<file path="src/rtl/motor_pkg.sv">
// Shared encodings for the motor command sequencer: FSM states, MotorDriver
// direction codes and the normalised target record.
package motor_pkg;

    localparam int SPD_W = 2;

    localparam logic [1:0] ST_STOP = 2'd0;
    localparam logic [1:0] ST_RAMP = 2'd1;
    localparam logic [1:0] ST_DEAD = 2'd2;
    localparam logic [1:0] ST_HOLD = 2'd3;

    localparam logic [1:0] DIR_BRAKE = 2'b00;
    localparam logic [1:0] DIR_FWD   = 2'b01;
    localparam logic [1:0] DIR_REV   = 2'b10;

    typedef struct packed {
        logic [1:0]       dir;
        logic [SPD_W-1:0] spd;
    } motor_tgt_t;

    // Any brake code or a zero gear collapses to the single brake target.
    function automatic motor_tgt_t norm_cmd(input logic [1:0]       dir,
                                            input logic [SPD_W-1:0] spd);
        motor_tgt_t t;
        if ((dir == DIR_FWD || dir == DIR_REV) && spd != '0) begin
            t.dir = dir;
            t.spd = spd;
        end else begin
            t.dir = DIR_BRAKE;
            t.spd = '0;
        end
        return t;
    endfunction

endpackage

</file>
<file path="src/rtl/motor_tick_timer.sv">
// Shared tick counter for ramp steps and brake dead-time. Counts while enabled,
// flags the terminal count (limit-1) and restarts from zero after it.
module motor_tick_timer #(
    parameter int TW = 16
) (
    input  logic          clk,
    input  logic          rst,
    input  logic          i_clr,
    input  logic          i_en,
    input  logic [TW-1:0] i_limit,
    output logic          o_tc
);

    logic [TW-1:0] r_cnt;

    // >= rather than == so a limit change mid-count can never let it wrap.
    assign o_tc = (r_cnt >= i_limit - TW'(1));

    always_ff @(posedge clk) begin
        if (!rst) begin
            r_cnt <= '0;
        end else if (i_clr) begin
            r_cnt <= '0;
        end else if (i_en) begin
            r_cnt <= o_tc ? '0 : r_cnt + TW'(1);
        end
    end

endmodule

</file>
<file path="src/rtl/motor_ramp_ctrl.sv">
// Command sequencer in front of MotorDriver: ramps speed one gear per
// RAMP_TICKS, brakes for DEAD_TICKS across a reversal, estop overrides all.
module motor_ramp_ctrl
    import motor_pkg::*;
#(
    parameter int RAMP_TICKS = 1000,
    parameter int DEAD_TICKS = 500,
    parameter int TW         = 16
) (
    input  logic             clk,
    input  logic             rst,
    input  logic             estop,
    input  logic             cmd_valid,
    input  logic [1:0]       cmd_dir,
    input  logic [SPD_W-1:0] cmd_speed,
    output logic             cmd_ready,
    output logic [1:0]       choose,
    output logic [SPD_W-1:0] speed,
    output logic             busy,
    output logic             done,
    output logic [1:0]       state
);

    logic [1:0]       r_state;
    logic [1:0]       r_cur_dir;
    logic [SPD_W-1:0] r_cur_spd;
    motor_tgt_t       r_tgt;
    logic             r_done;

    logic             w_accept;
    motor_tgt_t       w_cmd;
    logic [SPD_W-1:0] w_goal;
    logic [SPD_W-1:0] w_spd_step;
    logic             w_tc;
    logic             w_tmr_en;
    logic             w_tmr_clr;
    logic [TW-1:0]    w_limit;

    logic [1:0]       w_state_nxt;
    logic [1:0]       w_cur_dir_nxt;
    logic [SPD_W-1:0] w_cur_spd_nxt;
    motor_tgt_t       w_tgt_nxt;
    logic             w_done_nxt;

    assign cmd_ready = (r_state == ST_STOP || r_state == ST_HOLD) && !estop;
    assign w_accept  = cmd_valid && cmd_ready;
    assign w_cmd     = norm_cmd(cmd_dir, cmd_speed);

    // Opposite-direction targets ramp down to zero before anything else.
    assign w_goal = (r_tgt.dir == r_cur_dir) ? r_tgt.spd : '0;

    always_comb begin
        w_spd_step = r_cur_spd;
        if (w_tc) begin
            if (r_cur_spd < w_goal)
                w_spd_step = r_cur_spd + SPD_W'(1);
            else if (r_cur_spd > w_goal)
                w_spd_step = r_cur_spd - SPD_W'(1);
        end
    end

    always_comb begin
        w_state_nxt   = r_state;
        w_cur_dir_nxt = r_cur_dir;
        w_cur_spd_nxt = r_cur_spd;
        w_tgt_nxt     = r_tgt;
        w_done_nxt    = 1'b0;

        if (estop) begin
            w_state_nxt   = ST_STOP;
            w_cur_dir_nxt = DIR_BRAKE;
            w_cur_spd_nxt = '0;
            w_tgt_nxt     = '{dir: DIR_BRAKE, spd: '0};
        end else begin
            case (r_state)
                ST_STOP: begin
                    if (w_accept) begin
                        w_tgt_nxt = w_cmd;
                        if (w_cmd.dir != DIR_BRAKE) begin
                            w_cur_dir_nxt = w_cmd.dir;
                            w_state_nxt   = ST_RAMP;
                        end
                    end
                end
                ST_HOLD: begin
                    if (w_accept && w_cmd != r_tgt) begin
                        w_tgt_nxt   = w_cmd;
                        w_state_nxt = ST_RAMP;
                    end
                end
                ST_RAMP: begin
                    // Exit checks run every cycle on the post-step speed, which
                    // also covers entering RAMP already at the goal.
                    w_cur_spd_nxt = w_spd_step;
                    if (w_spd_step == w_goal && w_goal != '0) begin
                        w_state_nxt = ST_HOLD;
                        w_done_nxt  = 1'b1;
                    end else if (w_spd_step == '0 && r_tgt.dir == DIR_BRAKE) begin
                        w_state_nxt   = ST_STOP;
                        w_cur_dir_nxt = DIR_BRAKE;
                        w_done_nxt    = 1'b1;
                    end else if (w_spd_step == '0 && r_tgt.dir != r_cur_dir) begin
                        w_state_nxt = ST_DEAD;
                    end
                end
                ST_DEAD: begin
                    if (w_tc) begin
                        w_cur_dir_nxt = r_tgt.dir;
                        w_state_nxt   = ST_RAMP;
                    end
                end
                default: w_state_nxt = ST_STOP;
            endcase
        end
    end

    // Every state change restarts the timer so each phase counts from zero.
    assign w_tmr_en  = (r_state == ST_RAMP) || (r_state == ST_DEAD);
    assign w_tmr_clr = estop || (w_state_nxt != r_state);
    assign w_limit   = (r_state == ST_DEAD) ? TW'(DEAD_TICKS) : TW'(RAMP_TICKS);

    motor_tick_timer #(
        .TW (TW)
    ) u_timer (
        .clk     (clk),
        .rst     (rst),
        .i_clr   (w_tmr_clr),
        .i_en    (w_tmr_en),
        .i_limit (w_limit),
        .o_tc    (w_tc)
    );

    always_ff @(posedge clk) begin
        if (!rst) begin
            r_state   <= ST_STOP;
            r_cur_dir <= DIR_BRAKE;
            r_cur_spd <= '0;
            r_tgt     <= '{dir: DIR_BRAKE, spd: '0};
            r_done    <= 1'b0;
        end else begin
            r_state   <= w_state_nxt;
            r_cur_dir <= w_cur_dir_nxt;
            r_cur_spd <= w_cur_spd_nxt;
            r_tgt     <= w_tgt_nxt;
            r_done    <= w_done_nxt;
        end
    end

    assign choose = (r_cur_spd == '0) ? DIR_BRAKE : r_cur_dir;
    assign speed  = r_cur_spd;
    assign busy   = (r_state == ST_RAMP) || (r_state == ST_DEAD);
    assign done   = r_done;
    assign state  = r_state;

endmodule

</file>
<file path="config.mk">
export PLATFORM = sky130hd
export DESIGN_NAME = motor_ramp_ctrl
export DESIGN_NICKNAME = d
export VERILOG_FILES = /design/src/rtl/motor_pkg.sv /design/src/rtl/motor_tick_timer.sv /design/src/rtl/motor_ramp_ctrl.sv
export SDC_FILE = /design/constraint.sdc
export NUM_CORES = 1
export LEC_CHECK = 0
export BUFFER_PORTS_ARGS = -buffer_cell sky130_fd_sc_hd__buf_2
export CORE_AREA = 2 2 67 69
export DETAILED_ROUTE_END_ITERATION = 8
export DIE_AREA = 0 0 69 71
export GPL_TIMING_DRIVEN = 0
export HOLD_SLACK_MARGIN = 0.05
export MAX_ROUTING_LAYER = met4
export PLACE_DENSITY_LB_ADDON = 0.25
export SLEW_MARGIN = 0
export SYNTH_ARGS = -nofsm -noshare
export SYNTH_HDL_FRONTEND = slang
export SYNTH_SLANG_ARGS = --single-unit
</file>
<file path="constraint.sdc">
create_clock -name clk -period 3.5 [get_ports clk]
set_input_delay 0.175 -clock clk [delete_from_list [all_inputs] [get_ports clk]]
set_output_delay 0.175 -clock clk [all_outputs]
set_load 0.05 [all_outputs]
</file>
==> flow_summary.yaml <==
status:
  outcome: "finished clean"
sta:
  slew_violations: 0
  fmax_mhz: 311
  fin_crit_sh: 0.918
  rsz0062_at_grt: "no"
  fin_setup_tns_ns: 0
  setup_viol: 0
  tightest_slew_ns: 0.729
  skew_ns: 0.00677
  hold_viol: 0
  hold_ws_ns: 0.187
  slew_headroom: 0.502
  finalCriticalPeriod_ns: 3.21
critical_path:
  rrSetupSlack_ns: 0.29
  cp-end-kind: "register"
  worstPathRequired_ns: 3.68
  path_max_fanout: 9
  cp.arrival_ns: 3.39
  startpoint_type: "register"
  crit_type: "reg2reg"
place:
  port_buffers: 16
  dp_hpwl_mm: 3.71
  place_area_sq_um: 2320
  finalWeightedCongestion: 0.909
  dp.cells: 334
synthesis:
  async_flop_share: 0
  syn_area_sq_um: 2170
  ys_seq_elements: 27
  ys_top_cells_by_area: "dfxtp_1 25%, ha_1 6.3%, xor2_1 5.6%, nor4_2 4.6%, nand2_1 4.3%"
  synth-edff-count: 0
  synth_area_per_cell_sq_um: 8.16
  synth_common_cells: "27 x dfxtp_1, 25 x nand2_1, 19 x nor2_1"
  synthCells: 266
  yosysTopAreaCell: "dfxtp_1"
  ys_warn_count: 0
  yosys.area.top_type_share: 0.249
  yosysMostFrequentCell: "dfxtp_1"
  synth_fp_nets: 285
  ys_types: 60
  synthFlopType: "dfxtp_1"
  seq_area_frac_synth: 0.249
pwr:
  max-vdd-ir-drop_uv: 177
  intPower_mw: 0.427
  p_sw_mw: 0.178
  power_frac_clock: 0.301
  p_seq_frac: 0.518
  p_comb_frac: 0.180
  power_leakage_nw: 0.907
  netSwitchingFraction: 0.294
  power_density_nw_per_um2: 252
die:
  row_count: 24
  die_area_sq_um: 4900
  die_w_um: 69
  die_height_um: 71
  io_pins: 17
  initial_utilization: 0.516
  core_area_sq_um: 4200
cts:
  clkTransAtPathRegs_ns: 0.10
  clk_latency_ns: 0.27
  hold_buffers: 0
  cts_tree: "built"
  cts-root-buf: "clkbuf_8"
  htree_levels: 1
  cts_buffers: 3
  clockBufferDepth: 2
  clkSinkCount: 27
global_route:
  grt_pass1_wl_mm: 8.71
  grt-busiest-layer: "met2"
  grt_pass1_vias: 1920
  use_met3: 0.0199
  antenna_found_initial: 0
  groute.layer.met2.usage: 0.353
  grt_use_total: 0.217
  overflow: 0
  groute.layer.met1.usage: 0.280
  grt_max_degree: 16
cells_and_area:
  finish.instance_area_sq_um: 2400
  instances_no_fill: 340
  area_growth_pct: 10.4
  diodes: 0
  final_util: 0.570
  post_route_cells_drive_above_1_share: 0.194
  nFillCells: 414
  nNetsFinal: 308
route:
  firstDrtPassIters: 5
  wl_mm: 5.04
  dr_total_vias: 1990
  drt_drc_violations_left: 0
  vias_per_cell: 5.85
  wl_per_cell_um: 14.8
  drtIter0Drc: 147
  drtAntennaViolNets: 0
job:
  maxCapViolCount: 0
hold_path:
  hold_path_class: "in2reg"
## state kept, by name (all words and copies together) (netlist names)
name           count
done               1
r_cur_dir          2
speed              2
r_tgt              4
state              2
u_timer.r_cnt     16
## metal layers
layer	part of all wire	routed length [um]
met1	0.47	2380
met2	0.48	2440
met3	0.030	149
met4	0.013	68
met5	0	0
## worst max-delay path, stage by stage, from the launching register on
cell,delay [ns]
dfxtp_2,0.39
or2_1,0.25
a21oi_1,0.23
nand2_1,0.09
ha_1,0.34
nor2b_1,0.16
o211ai_1,0.18
o211ai_2,0.21
xnor2_2,0.19
o31ai_2,0.10
buf_4,0.16
a221oi_4,0.26
o22ai_4,0.11
buf_4,0.17
nor4_1,0.28
## kinds of logic after synthesis
group	Yosys count	synth area share
flops	27	0.249
fa+ha+maj	11	0.0634
mux	2	0.00922
compound gates	67	0.250
simple gates	112	0.292
buf+inv	27	0.0565
xor+xnor	20	0.0807
## placed cells by master, fill, tap and decap left out, types with 4 or more instances in the layout
master    Yosys  layout
nor2_1       19      18
and3_1        7       7
nand3_1      10      10
buf_2         2      18
nor4_1        7       7
nand4_1       8       8
o21ai_0       8       8
a211oi_1      4       4
nand2_1      25      25
clkbuf_1      9       8
nor4_2        8       8
dfxtp_1      27      25
nand2b_1      4       4
a21oi_1      15      15
inv_1        12      12
xnor2_1       6       5
xor2_1       14      14
a31oi_1       5       5
a21o_1        5       5
ha_1         11      11
nor3_1        7       7
## what timing repair did
item,CTS,global route
buffers inserted,2,1
pin swaps,2,3
resized for setup,0,4
setup endpoints to repair,10,16
endpoints found under the hold margin,0,0
## power groups by stage
stage / registers (mW) / clock network [mW] / logic [mW]
after floorplan: 0.323 / 0 / 0.0755
after global placement: 0.320 / 0 / 0.104
after detailed placement: 0.320 / 0 / 0.105
after CTS: 0.313 / 0.188 / 0.106
after global routing: 0.314 / 0.199 / 0.120
final: 0.313 / 0.182 / 0.109
## stage by stage
stage                     setup slack [ns]  power (mW)
after floorplan                      0.117       0.398
after global placement              -0.200       0.424
after detailed placement            -0.244       0.425
after CTS                            0.130       0.607
after global routing                0.0142       0.634
final                                0.288       0.605
## final timing paths
check               startpoint  depth (start not counted)                end
setup / recovery      r_tgt[2]                         14  u_timer.r_cnt[11]
hold / removal             rst                          3           state[0]
setup reg to reg      r_tgt[2]                         14  u_timer.r_cnt[11]
hold reg to reg   r_cur_dir[0]                          2       r_cur_dir[0]
## layout make-up
type / instances / area (sq um) / area share
multi-input combinational: 212 / 1520 / 0.633
sequential: 27 / 543 / 0.227
timing repair buffer: 19 / 103 / 0.0428
buffer: 14 / 77.6 / 0.0324
tap: 52 / 65.1 / 0.0271
inverter: 12 / 45.0 / 0.0188
clock buffer: 3 / 41.3 / 0.0172
clock inverter: 1 / 5.00 / 0.00209
Note: power is estimated with default switching activity, not from simulation.
